File: config.mk
export PLATFORM = sky130hd
export DESIGN_NAME = approx_serial_cmp_ctrl
export DESIGN_NICKNAME = d
export VERILOG_FILES = /design/src/rtl/approx_cmp_pkg.sv /design/src/rtl/nibble_cmp_exact.sv /design/src/rtl/approx_serial_cmp_ctrl.sv
export SDC_FILE = /design/constraint.sdc
export NUM_CORES = 1
export LEC_CHECK = 0
export CAP_MARGIN = 40
export CORE_MARGIN = 2
export CORE_UTILIZATION = 55
export CTS_CLUSTER_DIAMETER = 200
export DETAILED_ROUTE_END_ITERATION = 7
export GPL_TIMING_DRIVEN = 0
export PLACE_DENSITY_LB_ADDON = 0.3
export SETUP_SLACK_MARGIN = 0.4
export SYNTH_ARGS = -nofsm -noshare
export SYNTH_HDL_FRONTEND = slang
export SYNTH_SLANG_ARGS = --single-unit
File: constraint.sdc
create_clock -name clk -period 6.7 [get_ports clk]
set_input_delay 0.67 -clock clk [delete_from_list [all_inputs] [get_ports clk]]
set_output_delay 0.67 -clock clk [all_outputs]
set_load 0.02 [all_outputs]
File: src/rtl/approx_cmp_pkg.sv
// Shared definitions for the approximate serial comparator family: nibble width,
// controller state encoding and parameter helpers.
package approx_cmp_pkg;

    localparam int NIB_W = 4;

    typedef enum logic [1:0] {
        IDLE,
        SCAN,
        DONE
    } state_t;

    function automatic int num_nibbles(input int width);
        return width / NIB_W;
    endfunction

    // Legal iff the operand splits into whole nibbles and at least one nibble is examined.
    function automatic bit params_ok(input int width, input int skip);
        return (width >= NIB_W) && ((width % NIB_W) == 0) &&
               (skip >= 0) && (skip < num_nibbles(width));
    endfunction

endpackage

File: src/rtl/nibble_cmp_exact.sv
// Exact combinational 4-bit unsigned comparator slice; equality is implied by
// neither gt nor lt being set.
module nibble_cmp_exact
    import approx_cmp_pkg::*;
(
    input  logic [NIB_W-1:0] x,
    input  logic [NIB_W-1:0] y,
    output logic             gt,
    output logic             lt
);

    assign gt = (x > y);
    assign lt = (x < y);

endmodule

File: src/rtl/approx_serial_cmp_ctrl.sv
// Sequencer that walks two captured operands MSB-nibble first through a single exact
// 4-bit slice, stopping at the first difference or at the lowest examined nibble.
module approx_serial_cmp_ctrl
    import approx_cmp_pkg::*;
#(
    parameter int WIDTH        = 16,
    parameter int SKIP_NIBBLES = 0
) (
    input  logic                          clk,
    input  logic                          rst,
    input  logic                          in_valid,
    output logic                          in_ready,
    input  logic [WIDTH-1:0]              a,
    input  logic [WIDTH-1:0]              b,
    output logic                          out_valid,
    input  logic                          out_ready,
    output logic                          eq,
    output logic                          gt,
    output logic                          lt,
    output logic [$clog2(WIDTH/NIB_W):0]  nib_cnt
);

    localparam int N     = num_nibbles(WIDTH);
    localparam int IDX_W = (N > 1) ? $clog2(N) : 1;
    localparam int CNT_W = $clog2(N) + 1;

    localparam logic [IDX_W-1:0] FIRST_IDX = IDX_W'(N - 1);
    localparam logic [IDX_W-1:0] LAST_IDX  = IDX_W'(SKIP_NIBBLES);

    if (!params_ok(WIDTH, SKIP_NIBBLES)) begin : g_param_check
        $error("approx_serial_cmp_ctrl: WIDTH must be a multiple of 4 and SKIP_NIBBLES < WIDTH/4");
    end

    state_t                   r_state;
    state_t                   w_next_state;
    logic [WIDTH-1:0]         r_op_a;
    logic [WIDTH-1:0]         r_op_b;
    logic [IDX_W-1:0]         r_idx;
    logic [CNT_W-1:0]         r_cnt;
    logic                     r_eq;
    logic                     r_gt;
    logic                     r_lt;
    logic [CNT_W-1:0]         r_nib_cnt;

    logic [N-1:0][NIB_W-1:0]  w_a_nibs;
    logic [N-1:0][NIB_W-1:0]  w_b_nibs;
    logic [NIB_W-1:0]         w_nib_a;
    logic [NIB_W-1:0]         w_nib_b;
    logic                     w_gt;
    logic                     w_lt;
    logic                     w_accept;
    logic                     w_decide;
    logic                     w_step;
    logic                     w_release;

    // One shared slice, fed by the nibble currently selected by idx.
    assign w_a_nibs = r_op_a;
    assign w_b_nibs = r_op_b;
    assign w_nib_a  = w_a_nibs[r_idx];
    assign w_nib_b  = w_b_nibs[r_idx];

    nibble_cmp_exact u_slice (
        .x  (w_nib_a),
        .y  (w_nib_b),
        .gt (w_gt),
        .lt (w_lt)
    );

    always_ff @(posedge clk or posedge rst) begin
        if (rst) begin
            r_state <= IDLE;
        end else begin
            r_state <= w_next_state;
        end
    end

    always_comb begin
        w_next_state = r_state;
        w_accept     = 1'b0;
        w_decide     = 1'b0;
        w_step       = 1'b0;
        w_release    = 1'b0;
        case (r_state)
            IDLE: begin
                if (in_valid) begin
                    w_accept     = 1'b1;
                    w_next_state = SCAN;
                end
            end
            SCAN: begin
                if (w_gt || w_lt || (r_idx == LAST_IDX)) begin
                    w_decide     = 1'b1;
                    w_next_state = DONE;
                end else begin
                    w_step = 1'b1;
                end
            end
            DONE: begin
                if (out_ready) begin
                    w_release    = 1'b1;
                    w_next_state = IDLE;
                end
            end
            default: begin
                w_next_state = IDLE;
            end
        endcase
    end

    // Operand capture, scan counters and the held result; results are zero except in DONE.
    always_ff @(posedge clk or posedge rst) begin
        if (rst) begin
            r_op_a    <= '0;
            r_op_b    <= '0;
            r_idx     <= '0;
            r_cnt     <= '0;
            r_eq      <= 1'b0;
            r_gt      <= 1'b0;
            r_lt      <= 1'b0;
            r_nib_cnt <= '0;
        end else begin
            if (w_accept) begin
                r_op_a <= a;
                r_op_b <= b;
                r_idx  <= FIRST_IDX;
                r_cnt  <= '0;
            end
            if (r_state == SCAN) begin
                r_cnt <= r_cnt + 1'b1;
            end
            if (w_step) begin
                r_idx <= r_idx - 1'b1;
            end
            if (w_decide) begin
                r_eq      <= ~w_gt & ~w_lt;
                r_gt      <= w_gt;
                r_lt      <= w_lt;
                r_nib_cnt <= r_cnt + 1'b1;
            end
            if (w_release) begin
                r_eq      <= 1'b0;
                r_gt      <= 1'b0;
                r_lt      <= 1'b0;
                r_nib_cnt <= '0;
            end
        end
    end

    assign in_ready  = (r_state == IDLE);
    assign out_valid = (r_state == DONE);
    assign eq        = r_eq;
    assign gt        = r_gt;
    assign lt        = r_lt;
    assign nib_cnt   = r_nib_cnt;

endmodule

==> summary.txt <==
CTS
  – CTS tree: done
  – CTS Sinks: 45
  – CTS H-tree depth: 2
  – Worst-path clk slew: around 0.09 ns
  – CTS max path bufs: 2
  – Post-CTS Setup Inserts: 0
  – CTS Root Cell: clkbuf_8
  – CTS Hold Buffers Added: 0
  – # resized after CTS: 0
  – Num CTS Buffers: 5
  – Worst skew pair latency: around 0.30 ns

Finish
  – Diode count: 0
  – Area of the multi-input gates: slightly above 1000 sq um
  – Final std cell area, no fill: 2870 sq um
  – Synthesis-to-layout area growth: 28.1%
  – Fillers: 262
  – Final #Nets: about 250
  – Register area: ~1100 sq um
  – Post-layout util: 0.723
  – Fin cells: 254
  – Share of post-route cells with drive strength above 1: 0.289

Setup path
  – CP required: between 6 and 7 ns
  – WS Path Type: flip-flop to flip-flop
  – CP arrival: roughly 2.9 ns
  – Reg2reg setup slack: between 4 and 5 ns
  – Critical R2R Launch: r_idx[0]
  – Peak fanout along the critical path: 10
  – Worst reg2reg endpoint: nib_cnt[1]
  – Worst setup EP type: flip-flop
  – Critical Path Source Type: flip-flop
  – R2R depth: 7

Global routing
  – Grt ovf: 0
  – Largest net degree at the start of global routing: 36
  – Initial antenna violation count: 0
  – Global-route wire length before repair: between 7000 and 8000 microns
  – Total GRT Usage: 0.213
  – Vias in the first global route: about 1,500

STA
  – Setup slack after layout: approximately 4.0 ns
  – Max Clock Skew: ~0.011 ns
  – Max-slew violation count: 0
  – Setup TNS: 0 ns
  – WHS: 0.493 ns
  – RSZ-0062 raised after global routing: no
  – Fmax: approximately 0.37 GHz
  – Setup violators final: 0
  – Max-Slew Margin vs Limit: 0.765
  – Period minus WS final: between 2 and 3 ns
  – Tcrit/Tclk final: 0.398
  – Fin. Hold Viols: 0
  – Measured slew at the worst slew-check pin: 0.353 ns

Detailed routing
  – DRT Pass-1 Iters: 4
  – Drt wl/cell: 16.8 microns
  – Iteration-0 DRC Markers: ~120
  – ANT nets after route: 0
  – Vias per inst: approximately 5.4
  – Vias: around 1,400
  – Routed WL: 4270 microns
  – Residual DRC count: 0

Placed design
  – Post-detail-place hpwl: roughly 3200 microns
  – Buffers on Ports: between 40 and 50
  – Placed inst area: approximately 2800 sq um
  – Pre-CTS setup slack: 4.02 ns
  – RePlAce Congestion: about 0.79
  – Placed cells: approximately 250

Floorplanning
  – Die Width: a little under 70 microns
  – Core ar.: between 3000 and 4000 sq um
  – IO Count: 44
  – Die Footprint: about 4600 sq um
  – Std cell rows: 23
  – Initial core utilization: 0.565
  – Die Height: about 68 microns

Logic synthesis
  – Synth cell count leaders: 45 x dfrtp_1, 20 x mux2_4, 9 x inv_1
  – FFs w/ async S/R, synth: 1.00
  – Syn Area/Cell: 14.8 sq um
  – Prevailing post-synth register cell: dfrtp_1
  – Post-Syn Area: ~2200 sq um
  – Synth unique cells: 34
  – Syn nets: 194
  – Synth area leaders: dfrtp_1 50%, mux2_4 13%, mux4_2 8.0%
  – Yosys top cell area share: 0.502
  – Post-synth EDFFs: 0
  – Ys Warns: 0
  – Cells after Synth: 152
  – Most numerous cell in the Yosys netlist: dfrtp_1
  – Flops & latches, synth: 45
  – Sequential cell area fraction in the yosys report: 0.502
  – Post-synth top area cell: dfrtp_1

Hold path
  – HP Start: r_op_b[1]
  – Worst Hold Class: flip-flop to flip-flop
  – Hold depth: 1
  – WHS Endpoint: r_op_b[1]

Flow run
  – Max-cap viol count: 0

Power
  – PD cells: 454 nW/um^2
  – Leak: 1.31 nW
  – VDD IR-drop max: 0.249 mV
  – Power, Total: 1.30 mW

Run status
  – Run status: finished, final reports clean
==> critical path, cell delays in order, from the launching register on <==
cell and delay (ns):
dfrtp_1 0.37, buf_2 0.30, mux4_2 0.57, ha_1 0.33, nor2b_4 0.13, o211a_4 0.25
o31ai_4 0.36, mux2i_1 0.26
==> layer usage <==
layer	global-route usage	up-vias	part of all wire
li1	-	646	-
met1	0.257	688	0.42
met2	0.364	32	0.53
met3	0.0658	2	0.046
met4	0.0750	0	0.0056
met5	0	-	0
==> registers in the layout, summed over array words and instances (netlist names) <==
name,count
eq,1
gt,1
lt,1
nib_cnt,3
r_cnt,3
r_idx,2
r_op_a,16
r_op_b,16
r_state,2
==> worst max path at each step <==
stage                   from    endpoint  slack (ns)  cells past startpoint
global route        r_idx[0]  nib_cnt[1]        3.89                      7
detailed placement  r_idx[0]  nib_cnt[1]        4.02                      7
global placement    r_idx[0]  nib_cnt[1]        4.11                      7
floorplan           r_idx[0]  nib_cnt[0]        4.32                      7
CTS                 r_idx[0]  nib_cnt[1]        4.00                      7
finish              r_idx[0]  nib_cnt[1]        4.03                      7
==> cell usage in the layout, fill, tap and decap left out, types with 2 or more instances in the layout <==
cell / count
a21o_1: 2
and2b_1: 2
buf_2: 2
buf_6: 4
clkbuf_8: 6
clkdlybuf4s50_1: 43
dfrtp_1: 45
ha_1: 6
inv_1: 8
mux2_1: 5
mux2_2: 7
mux2_4: 20
mux2i_1: 5
mux4_2: 8
nand2_1: 7
nor2_1: 6
o21ai_0: 2
o21ai_1: 2
o21ai_2: 2
o22ai_1: 2
==> area by class of cell <==
type / instances / share of cell area
repair buffers: 44 / 0.157
inverters: 9 / 0.0118
multi-input cells: 92 / 0.358
clock inverters: 1 / 0.0105
plain buffers: 6 / 0.0192
flip-flops and latches: 45 / 0.392
clock buffers: 7 / 0.0301
well taps: 50 / 0.0218
==> cell families after synthesis <==
family          after synthesis  share of synthesized area
compound gates               17                     0.0636
fa+ha+maj                     6                     0.0335
simple gates                 23                     0.0603
xor+xnor                      1                    0.00391
buf+inv                      15                     0.0396
mux                          45                      0.297
flops                        45                      0.502
==> power by group <==
part	switching, mW	internal [mW]	leakage (nW)
registers	0.0773	0.400	0.535
logic	0.257	0.361	0.718
clock network	0.0883	0.122	0.0585
total	0.422	0.882	1.31
Power figures use the tool's default switching activity.
